$ cat config.mk
export PLATFORM = sky130hd
export DESIGN_NAME = decoinv_enc_flat
export DESIGN_NICKNAME = d
export VERILOG_FILES = /design/src/rtl/decoinv_enc_pkg.sv /design/src/rtl/decoinv_enc_if.sv /design/src/rtl/decoinv_enc_edge_rise.sv /design/src/rtl/decoinv_enc.sv /design/src/flat_wrapper.sv
export SDC_FILE = /design/constraint.sdc
export NUM_CORES = 1
export LEC_CHECK = 0
export ABC_AREA = 0
export ABC_CLOCK_PERIOD_IN_PS = 2700
export CORE_MARGIN = 2
export CORE_UTILIZATION = 49
export DETAILED_ROUTE_END_ITERATION = 8
export PLACE_DENSITY = 0.84
export SETUP_SLACK_MARGIN = 0.05
export SLEW_MARGIN = 5
export SYNTH_ARGS = -nofsm -noshare
export SYNTH_HDL_FRONTEND = slang
export SYNTH_HIERARCHICAL = 1
export SYNTH_SLANG_ARGS = --single-unit
$ cat constraint.sdc
create_clock -name clk -period 2.7 [get_ports clk]
set_clock_uncertainty 0.05 [all_clocks]
set_input_delay 0.54 -clock clk [delete_from_list [all_inputs] [get_ports clk]]
set_output_delay 0.54 -clock clk [all_outputs]
set_load 0.05 [all_outputs]
$ cat src/rtl/decoinv_enc_pkg.sv
// Shared definitions for the level-to-code encoder and the decoder-side checkers.
// Holds the default level range, the "off" code, the state encoding and the code map.
package decoinv_pkg;

  localparam int          LVL_MAX_DEF  = 5;
  localparam logic [3:0]  CODE_OFF_DEF = 4'hF;

  typedef enum logic [0:0] {
    IDLE = 1'b0,
    SEND = 1'b1
  } state_e;

  // Level 0 maps to the off code; higher levels count down from lvl_max.
  function automatic logic [3:0] lvl_to_code(input logic [3:0] level,
                                             input logic [3:0] lvl_max,
                                             input logic [3:0] code_off);
    logic [3:0] code;
    if (level == 4'd0) begin
      code = code_off;
    end else begin
      code = lvl_max - level;
    end
    return code;
  endfunction

endpackage

$ cat src/rtl/decoinv_enc_if.sv
// Code handshake between the encoder (master) and the level decoder (slave).
interface decoinv_enc_if;

  logic [3:0] code_o;
  logic       code_valid_o;
  logic       code_ready_i;

  modport master (
    output code_o,
    output code_valid_o,
    input  code_ready_i
  );

  modport slave (
    input  code_o,
    input  code_valid_o,
    output code_ready_i
  );

endinterface

$ cat src/rtl/decoinv_enc_edge_rise.sv
// Rising-edge detector for a synchronised level input.
// History resets to 1 so an input already high when reset releases is not an edge.
module edge_rise (
  input  logic clk,
  input  logic reset,
  input  logic d,
  output logic rise
);

  logic q_r;

  // History register of the previous input value.
  always_ff @(posedge clk) begin
    if (reset) begin
      q_r <= 1'b1;
    end else begin
      q_r <= d;
    end
  end

  assign rise = d & ~q_r;

endmodule

$ cat src/rtl/decoinv_enc.sv
// Level-to-code encoder: keeps a user level stepped by buttons or loaded directly,
// and sends the latest level's code to the decoder over a valid/ready handshake.
module decoinv_enc
  import decoinv_pkg::*;
#(
  parameter int         LVL_MAX  = LVL_MAX_DEF,
  parameter logic [3:0] CODE_OFF = CODE_OFF_DEF
) (
  input  logic              clk,
  input  logic              reset,
  input  logic              inc_i,
  input  logic              dec_i,
  input  logic              load_i,
  input  logic [3:0]        value_i,
  output logic [3:0]        level_o,
  output logic              err_o,
  decoinv_enc_if.master     bus
);

  localparam logic [3:0] LMAX    = 4'(LVL_MAX);
  localparam logic [0:0] ST_IDLE = IDLE;
  localparam logic [0:0] ST_SEND = SEND;

  logic       inc_edge_s;
  logic       dec_edge_s;
  logic [3:0] level_r;
  logic [3:0] level_nxt_s;
  logic       chg_s;
  logic       err_r;
  logic       err_nxt_s;
  logic [0:0] state_r;
  logic [0:0] state_nxt_s;
  logic [3:0] code_r;
  logic [3:0] code_nxt_s;
  logic       valid_r;
  logic       valid_nxt_s;
  logic       pending_r;
  logic       pending_nxt_s;

  edge_rise u_inc_edge (
    .clk   (clk),
    .reset (reset),
    .d     (inc_i),
    .rise  (inc_edge_s)
  );

  edge_rise u_dec_edge (
    .clk   (clk),
    .reset (reset),
    .d     (dec_i),
    .rise  (dec_edge_s)
  );

  // Next level and change flag; an out-of-range load blocks the buttons too.
  always_comb begin
    level_nxt_s = level_r;
    chg_s       = 1'b0;
    err_nxt_s   = 1'b0;
    if (load_i) begin
      if (value_i <= LMAX) begin
        level_nxt_s = value_i;
        chg_s       = 1'b1;
      end else begin
        err_nxt_s   = 1'b1;
      end
    end else if (inc_edge_s && dec_edge_s) begin
      level_nxt_s = level_r;
    end else if (inc_edge_s) begin
      if (level_r < LMAX) begin
        level_nxt_s = level_r + 4'd1;
        chg_s       = 1'b1;
      end else begin
        level_nxt_s = level_r;
      end
    end else if (dec_edge_s) begin
      if (level_r != 4'd0) begin
        level_nxt_s = level_r - 4'd1;
        chg_s       = 1'b1;
      end else begin
        level_nxt_s = level_r;
      end
    end else begin
      level_nxt_s = level_r;
    end
  end

  // Handshake FSM: code is frozen under backpressure, only the newest level is resent.
  always_comb begin
    state_nxt_s   = state_r;
    code_nxt_s    = code_r;
    valid_nxt_s   = valid_r;
    pending_nxt_s = pending_r;
    case (state_r)
      ST_IDLE: begin
        if (chg_s) begin
          code_nxt_s    = lvl_to_code(level_nxt_s, LMAX, CODE_OFF);
          valid_nxt_s   = 1'b1;
          pending_nxt_s = 1'b0;
          state_nxt_s   = ST_SEND;
        end else begin
          valid_nxt_s   = 1'b0;
        end
      end
      ST_SEND: begin
        if (bus.code_ready_i) begin
          pending_nxt_s = 1'b0;
          if (pending_r || chg_s) begin
            code_nxt_s  = lvl_to_code(level_nxt_s, LMAX, CODE_OFF);
            valid_nxt_s = 1'b1;
            state_nxt_s = ST_SEND;
          end else begin
            valid_nxt_s = 1'b0;
            state_nxt_s = ST_IDLE;
          end
        end else if (chg_s) begin
          pending_nxt_s = 1'b1;
        end else begin
          pending_nxt_s = pending_r;
        end
      end
      default: begin
        state_nxt_s   = ST_IDLE;
        valid_nxt_s   = 1'b0;
        pending_nxt_s = 1'b0;
      end
    endcase
  end

  // State, level, code and error registers.
  always_ff @(posedge clk) begin
    if (reset) begin
      level_r   <= 4'd0;
      err_r     <= 1'b0;
      state_r   <= ST_IDLE;
      code_r    <= CODE_OFF;
      valid_r   <= 1'b0;
      pending_r <= 1'b0;
    end else begin
      level_r   <= level_nxt_s;
      err_r     <= err_nxt_s;
      state_r   <= state_nxt_s;
      code_r    <= code_nxt_s;
      valid_r   <= valid_nxt_s;
      pending_r <= pending_nxt_s;
    end
  end

  assign level_o          = level_r;
  assign err_o            = err_r;
  assign bus.code_o       = code_r;
  assign bus.code_valid_o = valid_r;

endmodule

$ cat src/flat_wrapper.sv
// flat-port wrapper written by rule: the top's interface ports become plain ports
module decoinv_enc_flat import decoinv_pkg::*;
#(
  parameter int         LVL_MAX  = LVL_MAX_DEF,
  parameter logic [3:0] CODE_OFF = CODE_OFF_DEF
)
  (clk, reset, inc_i, dec_i, load_i, value_i, level_o, err_o, bus_code_o, bus_code_valid_o, bus_code_ready_i);
  decoinv_enc_if bus_i ();
  input  logic clk;
  input  logic reset;
  input  logic inc_i;
  input  logic dec_i;
  input  logic load_i;
  input  logic [3:0] value_i;
  output logic [3:0] level_o;
  output logic err_o;
  output wire logic [$bits(bus_i.code_o)-1:0] bus_code_o;
  output wire logic [$bits(bus_i.code_valid_o)-1:0] bus_code_valid_o;
  input wire logic [$bits(bus_i.code_ready_i)-1:0] bus_code_ready_i;
  assign bus_code_o = bus_i.code_o;
  assign bus_code_valid_o = bus_i.code_valid_o;
  assign bus_i.code_ready_i = bus_code_ready_i;
  decoinv_enc #(.LVL_MAX(LVL_MAX), .CODE_OFF(CODE_OFF)) u_core (.clk(clk), .reset(reset), .inc_i(inc_i), .dec_i(dec_i), .load_i(load_i), .value_i(value_i), .level_o(level_o), .err_o(err_o), .bus(bus_i));
endmodule
# After elaboration in Yosys (flattened, before gate mapping)
# Cells that the tools add are included.
dict set report totals {
  out_inout_bits 10
  register_bits 14
  wordCells 60
  in_bits 10
}
dict set report classes {
  n_addsub 3
  bitwise 6
  n_reduce_logical 7
  eq_ne 4
  magnitude_cmp 2
  muxes 30
}
# operator count
set op_table {}
lappend op_table {{$mux 4} 11}
lappend op_table {{$mux 1} 15}
lappend op_table {{$pmux 4 s2} 1}
lappend op_table {{$pmux 1 s2} 3}
lappend op_table {{$add 4x1->4 const B} 1}
lappend op_table {{$le 4x3->1 const B} 1}
lappend op_table {{$logic_not 4->1} 1}
lappend op_table {{$lt 4x3->1 const B} 1}
lappend op_table {{$ne 2x2->1 const B} 2}
lappend op_table {{$not 1->1} 4}
lappend op_table {{$reduce_bool 4->1} 1}
lappend op_table {{$sub 3x4->4 const A} 1}
lappend op_table {{$sub 4x1->4 const B} 1}
lappend op_table {{$ne 3x2->1 const B} 1}
lappend op_table {{$reduce_and 3->1} 1}
lappend op_table {{$and 1x1->1} 2}
lappend op_table {{$ne 2x1->1 const B} 1}
lappend op_table {{$reduce_and 2->1} 1}
lappend op_table {{$reduce_or 2->1} 1}
lappend op_table {{$logic_and 1x1->1} 1}
lappend op_table {{$logic_or 1x1->1} 1}

# Longest topological paths before layout
# Gate-level depths: netlist of run 1.
dict set report logic_depth {
  depth_word 11
  depth_mapped 11
  mapped_depth_nobuf 11
}

# By module
# The synthesis of run 1 kept the hierarchy.
# module cells_each area_per_inst_um2 n_inst seq_area_each_um2
set by_module_without_submodules {}
lappend by_module_without_submodules {decoinv_enc 95 865.8 1 240.2}
lappend by_module_without_submodules {edge_rise 3 32.5 2 20.0}

# Least setup slack after synthesis of run 1
# No wires, ideal clock.
dict set report synth_path {
  path_type {reg2reg}
  start {reg u_core.level_r[0], in the netlist u_core/level_o[0]}
  end {reg u_core.code_r[2], in the netlist u_core/bus.code_o[2]}
  period_less_slack_ns 2.750
  arrival_ns 2.570
  path_stages_with_launch 11
  path_buffers 0
  setup_ns 0.131
  setup_slack_ns -0.050
  required_ns 2.519
  cell_sequence {dfxtp_1 -> inv_1 -> ha_1 -> nor2b_2 -> nor3_1 -> a2bb2oi_1 -> a31oi_2 -> inv_2 -> ha_1 -> or3b_1 -> a2bb2oi_2}
}
dict set report synth_between {
  elab_chain_len 11
  elab_cells_between_ends 28
  classes_between {3 x add/sub; 1 x order compare; 2 x eq/ne; 18 x mux; 4 x reduce/logical}
}
# item line
set synth_rtl {}
lappend synth_rtl {{from (decl)} decoinv_enc.sv:26} ;# logic [3:0] level_r;
lappend synth_rtl {{from (signal assigned)} decoinv_enc.sv:139} ;# level_r <= level_nxt_s;
lappend synth_rtl {{$sub 4x1->4 or $reduce_bool 4->1 (tied branches)} {decoinv_enc.sv:77, decoinv_enc.sv:76}}
lappend synth_rtl {{$mux 4} decoinv_enc.sv:76} ;# if (level_r != 4'd0) begin
lappend synth_rtl {{$mux 4} decoinv_enc.sv:75} ;# end else if (dec_edge_s) begin
lappend synth_rtl {{$mux 4 *} decoinv_enc.sv:68} ;# end else if (inc_edge_s) begin
lappend synth_rtl {{$mux 4 *} decoinv_enc.sv:66} ;# end else if (inc_edge_s && dec_edge_s) begin
lappend synth_rtl {{$mux 4 *} decoinv_enc.sv:59} ;# if (load_i) begin
lappend synth_rtl {{named net u_core.level_nxt_s[1]} decoinv_enc.sv:27} ;# logic [3:0] level_nxt_s;
lappend synth_rtl {{$sub 3x4->4 or $logic_not 4->1 (tied branches)} {decoinv_enc_pkg.sv:21, decoinv_enc_pkg.sv:18}}
lappend synth_rtl {{$mux 4 *} decoinv_enc_pkg.sv:18} ;# if (level == 4'd0) begin
lappend synth_rtl {{$mux 4} decoinv_enc.sv:107} ;# if (pending_r || chg_s) begin
lappend synth_rtl {{$mux 4} decoinv_enc.sv:105} ;# if (bus.code_ready_i) begin
lappend synth_rtl {{$pmux 4 s2 *} decoinv_enc.sv:93} ;# case (state_r)
lappend synth_rtl {{to (signal assigned)} decoinv_enc.sv:142} ;# code_r <= code_nxt_s;
lappend synth_rtl {{to (decl)} decoinv_enc.sv:33} ;# logic [3:0] code_r;
# The timed path passes the listed nets; every way through them passes the cells marked *. The select of a mux whose other input is x is not followed.
# A chain may end at the register's enable or synchronous reset.

# Worst setup path in the final report of run 1
dict set report layout_path {
  start {in inc_i}
  end {reg u_core.code_r[1], in the netlist u_core/bus.code_o[1]}
}
dict set report layout_between {
  elab_chain_len 9
  elab_cells_between_ends 19
  classes_between {1 x add/sub; 2 x eq/ne; 11 x mux; 1 x bitwise; 4 x reduce/logical}
}
# item line
set layout_rtl {}
lappend layout_rtl {{from (decl)} flat_wrapper.sv:11} ;# input logic inc_i;
lappend layout_rtl {{$and 1x1->1 *} decoinv_enc_edge_rise.sv:21} ;# assign rise = d & ~q_r;
lappend layout_rtl {{named net u_core.inc_edge_s} decoinv_enc.sv:24} ;# logic inc_edge_s;
lappend layout_rtl {{$mux 4 or $logic_and 1x1->1 (tied branches)} {decoinv_enc.sv:68, decoinv_enc.sv:66}}
lappend layout_rtl {{$mux 4} decoinv_enc.sv:66}
lappend layout_rtl {{$mux 4} decoinv_enc.sv:59}
lappend layout_rtl {{$sub 3x4->4 or $logic_not 4->1 (tied branches)} {decoinv_enc_pkg.sv:21, decoinv_enc_pkg.sv:18}}
lappend layout_rtl {{$mux 4} decoinv_enc_pkg.sv:18}
lappend layout_rtl {{$mux 4} decoinv_enc.sv:107}
lappend layout_rtl {{$mux 4} decoinv_enc.sv:105}
lappend layout_rtl {{$pmux 4 s2} decoinv_enc.sv:93}
# Marked as above.

==> results of run 1 <==
==> power by group <==
group | total (W) | switching [W] | internal, W | leakage, nW
clock network | 0.000154 | 0.0000715 | 0.0000820 | 0.0210
logic | 0.000238 | 0.000127 | 0.000111 | 0.383
registers | 0.000240 | 0.0000163 | 0.000224 | 0.116
total | 0.000632 | 0.000215 | 0.000417 | 0.520
==> cell type report <==
type | instances | area (sq um) | area share
repair buffers | 36 | 318 | 0.241
multi-input cells | 74 | 611 | 0.464
flip-flops and latches | 14 | 283 | 0.215
clock buffers | 4 | 36.3 | 0.0276
well taps | 25 | 31.3 | 0.0238
inverters | 10 | 37.5 | 0.0285
==> sequential cells by signal, summed over array words and instances, names as in the netlist <==
register / cells
u_core/u_inc_edge/q_r: 1
u_core/state_r: 1
u_core/bus.code_valid_o: 1
u_core/err_o: 1
u_core/u_dec_edge/q_r: 1
u_core/pending_r: 1
u_core/bus.code_o: 4
u_core/level_o: 4
==> kinds of logic (layout without fill, tap and decap cells) <==
| family | Yosys count | count (layout) | share of synthesized area |
|---|---|---|---|
| AO/OA/AOI/OAI | 29 | 29 | 0.292 |
| XOR/XNOR | 1 | 1 | 0.00941 |
| adder cells (fa/ha/maj) | 3 | 3 | 0.0403 |
| buffers and inverters | 13 | 50 | 0.0726 |
| flip-flops | 14 | 14 | 0.301 |
| multiplexers | 1 | 1 | 0.0108 |
| AND/OR/NAND/NOR | 40 | 40 | 0.274 |
==> worst max-delay path: stages <==
cell	delay (ps)
clkdlybuf4s50_1	460
nor2b_2	160
buf_4	140
and2b_1	170
o32a_1	180
a221oi_2	230
nor2_1	90
buf_4	150
and4_1	200
o41a_1	300
==> cells in the final DEF (no fill, tap or decap), drive strengths merged, types with 2 or more instances in the layout <==
master          n
a211oi          2
a21oi           5
a2bb2oi         2
a31oi           3
and2b           2
buf            17
clkbuf          4
clkdlybuf4s50  19
dfxtp          14
ha              3
inv            10
nand2           3
nand2b          4
nand3b          2
nor2           10
nor2b           4
nor3            3
o21ai           2
o31ai           2
o41ai           2
or2             3
or3b            2
==> layer usage <==
metal	share of wire	up-vias	GRT usage
met5	0	-	0
met4	0.0054	0	0.0649
met3	0.035	2	0.0453
met2	0.51	17	0.397
met1	0.45	428	0.281
li1	-	441	-
==> what timing repair did <==
action	4_1_cts	5_1_grt
setup endpoints to repair	0	3
gates resized for setup	0	5
hold buffers	0	0
==> stage by stage <==
step,utilization,cells
floorplan,-,101
global placement,0.710,159
detailed placement,0.710,159
CTS,0.730,163
global route,0.746,163
finish,0.746,163
==> worst paths after layout <==
path                                        startpoint  cells after the start  slack [ps]                                   end
setup / recovery                                 inc_i                     10         180     u_core/bus.code_o[1]$_SDFFE_PP1P_
hold / removal    u_core/bus.code_valid_o$_SDFFE_PP0N_                      1         420  u_core/bus.code_valid_o$_SDFFE_PP0N_
setup reg to reg          u_core/level_o[0]$_SDFF_PP0_                     10         220     u_core/bus.code_o[2]$_SDFFE_PP1P_
hold reg to reg   u_core/bus.code_valid_o$_SDFFE_PP0N_                      1         420  u_core/bus.code_valid_o$_SDFFE_PP0N_
==> summary.md, run 1 <==
| Metric | Value |
|---|---|
| Finished Cell Area | 1320 sq um |
| Most common cell in the netlist | dfxtp_1 |
| WL final | approximately 2200 um |
| Flops & latches, synth | 14 |
| Final Slew Violations | 0 |
| Max FO, Critical Path | 5 |
| WL/cell | ~14 um |
| DRC violations left | 0 |
| Number of synthesized flops with an enable pin | 0 |
| Vias in the first global route | between 800 and 900 |
| Clk slew on worst S/H paths | roughly 90 ps |
| Clk Latency, worst-skew pair | 280 ps |
| Worst hold slack | around 420 ps |
| Fill count | 142 |
| Peak Freq | between 300 and 400 MHz |
| Placed inst area | ~1300 sq um |
| Largest net degree at the start of global routing | 13 |
| Synthesized netlist cell count | roughly 100 |
| Post-synthesis cell type count | ~50 |
| Avg Cell Area, Syn | slightly above 9 sq um |
| CP Class | in2reg |
| Vias/cell | about 5.4 |
| Initial Utilization | 0.528 |
| Number of CTS-inserted buffers | 3 |
| Post-route antenna net violation count | 0 |
| Final WS setup | around 180 ps |
| Crit start category | input port |
| Setup TNS | 0 ps |
| Post-CTS Setup Bufs | 0 |
| Synthesized cell area | between 900 and 1000 sq um |
| Final net count | 152 |
| Worst path required time | roughly 2800 ps |
| Cell Rows | 15 |
| Die Ht | between 40 and 50 um |
| Port bufs | 19 |
| Global route overflow | 0 |
| Fin. Hold Viols | 0 |
| Pwr dens | a little under 500 nW/um^2 |
| Die width | approximately 48 um |
| Worst hold path class | reg2reg |
| First-pass GRT wire length | roughly 3600 um |
| Peak VDD IR | between 0.0003 and 0.0004 V |
| Setup crit end kind | flip-flop |
| Sequential area share after synthesis | 0.301 |
| Initial antenna violation count | 0 |
| Clk root buf | clkbuf_4 |
| All-layer global routing usage | 0.227 |
| Final setup vio count | 0 |
| Synth area leaders | dfxtp_1 (30%), ha_1 (4.0%), nor2_1 (4.0%) |
| Die ar. | roughly 2300 sq um |
| I/O Pins | 20 |
| Lkg Pwr | around 0.52 nW |
| Detailed placement HPWL | ~1700 um |
| Via count | around 890 |
| TritonCTS clock tree | built |
| Clk sinks | 14 |
| N_diodes | 0 |
| RSZ-0062 raised after global routing | yes |
| Synth top area share | 0.301 |
| Most instantiated cells after synthesis | dfxtp_1 (14), nor2_1 (10), inv_1 (9) |
| Worst-margin pin slew | about 500 ps |
| Final cycle utilization of the critical path | 0.932 |
| Synth warn | 6 |
| Post-synth ARST share | 0 |
| Number of max-cap violations | 0 |
| Syn-to-layout area delta | 41.4% |
| Total power | 0.000632 W |
| Worst Path Arrival | about 2600 ps |
| Initial drt markers | 14 |
| Largest area contributor in the netlist | dfxtp_1 |
| Final Critical Period | 2520 ps |
| Layout cells sized above 1 | 0.304 |
| Post-Place Worst Slack | -195 ps |
| Gp weighted congestion | approximately 0.86 |
| Clock tree buffer depth | 2 |
| Outcome | finished clean |
| Area of the core | 1760 sq um |
| Max-slew headroom | 0.664 |
| Top_reg_cell synth | dfxtp_1 |
| Htree depth | 1 |
| Post-synth net total | 114 |
| DRT Pass-1 Iters | 4 |
Note: power is estimated with default switching activity, not from simulation.
==> run 2: changes to the inputs <==
==> constraint.sdc (replaced) <==
create_clock -name clk -period 2.7 [get_ports clk]
set_clock_uncertainty 0.05 [all_clocks]
set_input_delay 0.27 -clock clk [delete_from_list [all_inputs] [get_ports clk]]
set_output_delay 0.27 -clock clk [all_outputs]
set_load 0.05 [all_outputs]
==> run 2 against run 1 <==
Fmax shrank 0.36%. Via count decreased by 5.9%. Sequential share of layout area up 1.6 points. Critical path depth stayed put. Register-to-register slack lost 50 ps. Die area unchanged. Total power fell by 2.5%. Worst hold slack improved by 22 ps. Design area shrank 7.0%. Non-clock buffer count decreased by 9. Setup slack worse by 9.2 ps. Largest power group unchanged. Highest routed layer unchanged.
==> summary.md, run 2 (synthesized netlist as in run 1, its figures left out) <==
| Metric | Value |
|---|---|
| CP Class | reg2reg |
| Most used cell, CP | or3b_1 |
| Crit start category | flip-flop |
| Outcome | finished clean |
| Hold path cells | 1 (unchanged) |
| Global route overflow | 0 (unchanged) |
| TritonCTS clock tree | built |
| Largest net degree at the start of global routing | 18 (+5) |
| Initial antenna violation count | 0 (unchanged) |
| Die Ht | 47.6 um (unchanged) |
| Die width | 47.6 um (unchanged) |
| DRC violations left | 0 (unchanged) |
| Slowest-stage cell, CP | or3b_1 |
| Worst Path Arrival | 2650 ps (about the same) |
| Commonest non-fill, non-tap cell in the layout | clkdlybuf4s50_1 |
| RR Endpoint | u_core/bus.code_o[2]$_SDFFE_PP1P_ |
| N_diodes | 0 (unchanged) |
| Initial Utilization | 0.528 (unchanged) |
| Clk root buf | clkbuf_4 |
| Worst-path cell chain | inv_1, ha_2, or3b_1, a21oi_1, o41ai_1, a31oi_2, inv_2, ha_1, or3b_1, a2bb2oi_2 |
| RSZ-0062 raised after global routing | no |
| Worst Setup SP | u_core/level_o[0]$_SDFF_PP0_ |
| Port bufs | 19 (unchanged) |
| First-pass GRT wire length | 3280 um (-7.9%) |
| Worst path required time | 2820 ps (about the same) |
| Area of the core | 1760 sq um (unchanged) |
| Hold EP | u_core/bus.code_o[0]$_SDFFE_PP1P_ |
| Hold path start | u_core/bus.code_o[0]$_SDFFE_PP1P_ |
| Layout cells sized above 1 | 0.233 (-0.0718) |
| Lkg Pwr | 0.466 nW (-10%) |
| Gp weighted congestion | 0.931 (+8.7%) |
| Vias in the first global route | 789 (-3.5%) |
| Via count | 836 (-5.9%) |
| Final net count | 143 (-5.9%) |
| Final setup vio count | 0 (unchanged) |
| Clk Latency, worst-skew pair | 290 ps (about the same) |
| All-layer global routing usage | 0.216 (-0.0105) |
| I/O Pins | 20 (unchanged) |
| Peak Freq | 396 MHz (-0.36%) |
| DRT Pass-1 Iters | 4 (unchanged) |
| Initial drt markers | 18 (+4) |
| Setup TNS | 0 ps (unchanged) |
| Crit-path max cell delay | 380 ps (-80 ps) |
| Number of max-cap violations | 0 (unchanged) |
| WL/cell | 13.6 um (about the same) |
| Layout Cells excl Fill | 154 (-5.5%) |
| Cell Rows | 15 (unchanged) |
| Pwr dens | 503 nW/um^2 (+4.8%) |
| Placed insts | 150 (-5.7%) |
| Worst Reg2Reg Path Length in Cells | 10 (unchanged) |
| Htree depth | 1 (unchanged) |
| Syn-to-layout area delta | 31.5% |
| Final Critical Period | 2530 ps (+9.18 ps) |
| Setup crit end kind | flip-flop |
| Worst-margin pin slew | 541 ps (+39.4 ps) |
| Number of CTS-inserted buffers | 3 (unchanged) |
| Vias/cell | 5.43 (-0.35%) |
| Worst hold path class | reg2reg |
| Clk sinks | 14 (unchanged) |
| Reg2Reg Launch Point | u_core/level_o[0]$_SDFF_PP0_ |
| Clock tree buffer depth | 2 (unchanged) |
| Most frequent cells in the layout | clkdlybuf4s50_1 (19), dfxtp_1 (12), nor2_1 (10) |
| Peak VDD IR | 0.000360 V (-5.4%) |
| Post-route antenna net violation count | 0 (unchanged) |
| Fin. Hold Viols | 0 (unchanged) |
| Final cycle utilization of the critical path | 0.935 (+0.00340) |
| Clk slew on worst S/H paths | 90 ps (about the same) |
| Max FO, Critical Path | 7 (+2) |
| Final Slew Violations | 0 (unchanged) |
| Detailed placement HPWL | 1630 um (-6.1%) |
| Max-slew headroom | 0.638 (-0.0264) |
| Die ar. | 2260 sq um (unchanged) |
| WL final | 2100 um (-5.6%) |
| R2r setup slk | 170 ps (-50 ps) |
| Worst hold slack | 442 ps (+21.9 ps) |
## run 2: through the flow
stage	utilization	worst slack (ps)	cell area, sq um	power (W)
finish	0.694	175	1220	0.000616
global route	0.694	59.5	1220	0.000649
CTS	0.692	157	1220	0.000622
detailed placement	0.672	34.8	1180	0.000461
global placement	0.672	102	1180	0.000454
floorplan	-	173	933	0.000392
## run 2: timing repair
action	CTS	global route
setup buffers	0	0
hold buffers	0	0
setup endpoints to repair	0	1
gates resized for setup	0	1
## run 2: layout make-up
class	count	area [sq um]
Timing Repair Buffer	27	250
Sequential cell	14	283
Fill cell	158	541
Inverter	10	37.5
Clock buffer	4	36.3
Tap cell	25	31.3
Multi-Input combinational cell	74	586
## run 2: how the worst max path moves through the flow
stage,end,slack [ps],cells after the start
CTS,u_core/bus.code_o[2]$_SDFFE_PP1P_,160,10
global route,u_core/bus.code_o[2]$_SDFFE_PP1P_,60,10
detailed placement,u_core/bus.code_o[2]$_SDFFE_PP1P_,30,11
global placement,u_core/bus.code_o[2]$_SDFFE_PP1P_,100,11
floorplan,u_core/bus.code_o[2]$_SDFFE_PP1P_,170,10
finish,u_core/bus.code_o[2]$_SDFFE_PP1P_,170,10
## run 2: critical path: cells and delay by family, from the launching register on
kind / cells / cell delay (ps)
AOI/OAI and AO/OA: 4 / 570
adders and majority gates: 2 / 520
buffers and inverters: 2 / 170
DFF: 1 / 370
and+or+nand+nor: 2 / 730
## run 2: metal layers
metal	track usage	wire length (um)	vias to the layer above
met3	0.0491	66	4
li1	-	-	424
met1	0.241	940	392
met5	0	0	-
met2	0.378	1070	16
met4	0.119	24	0
## run 2: power by group
group / switching, W / internal [W]
combinational: 0.000122 / 0.0000971
clock: 0.0000746 / 0.0000822
sequential: 0.0000161 / 0.000224
total: 0.000213 / 0.000403
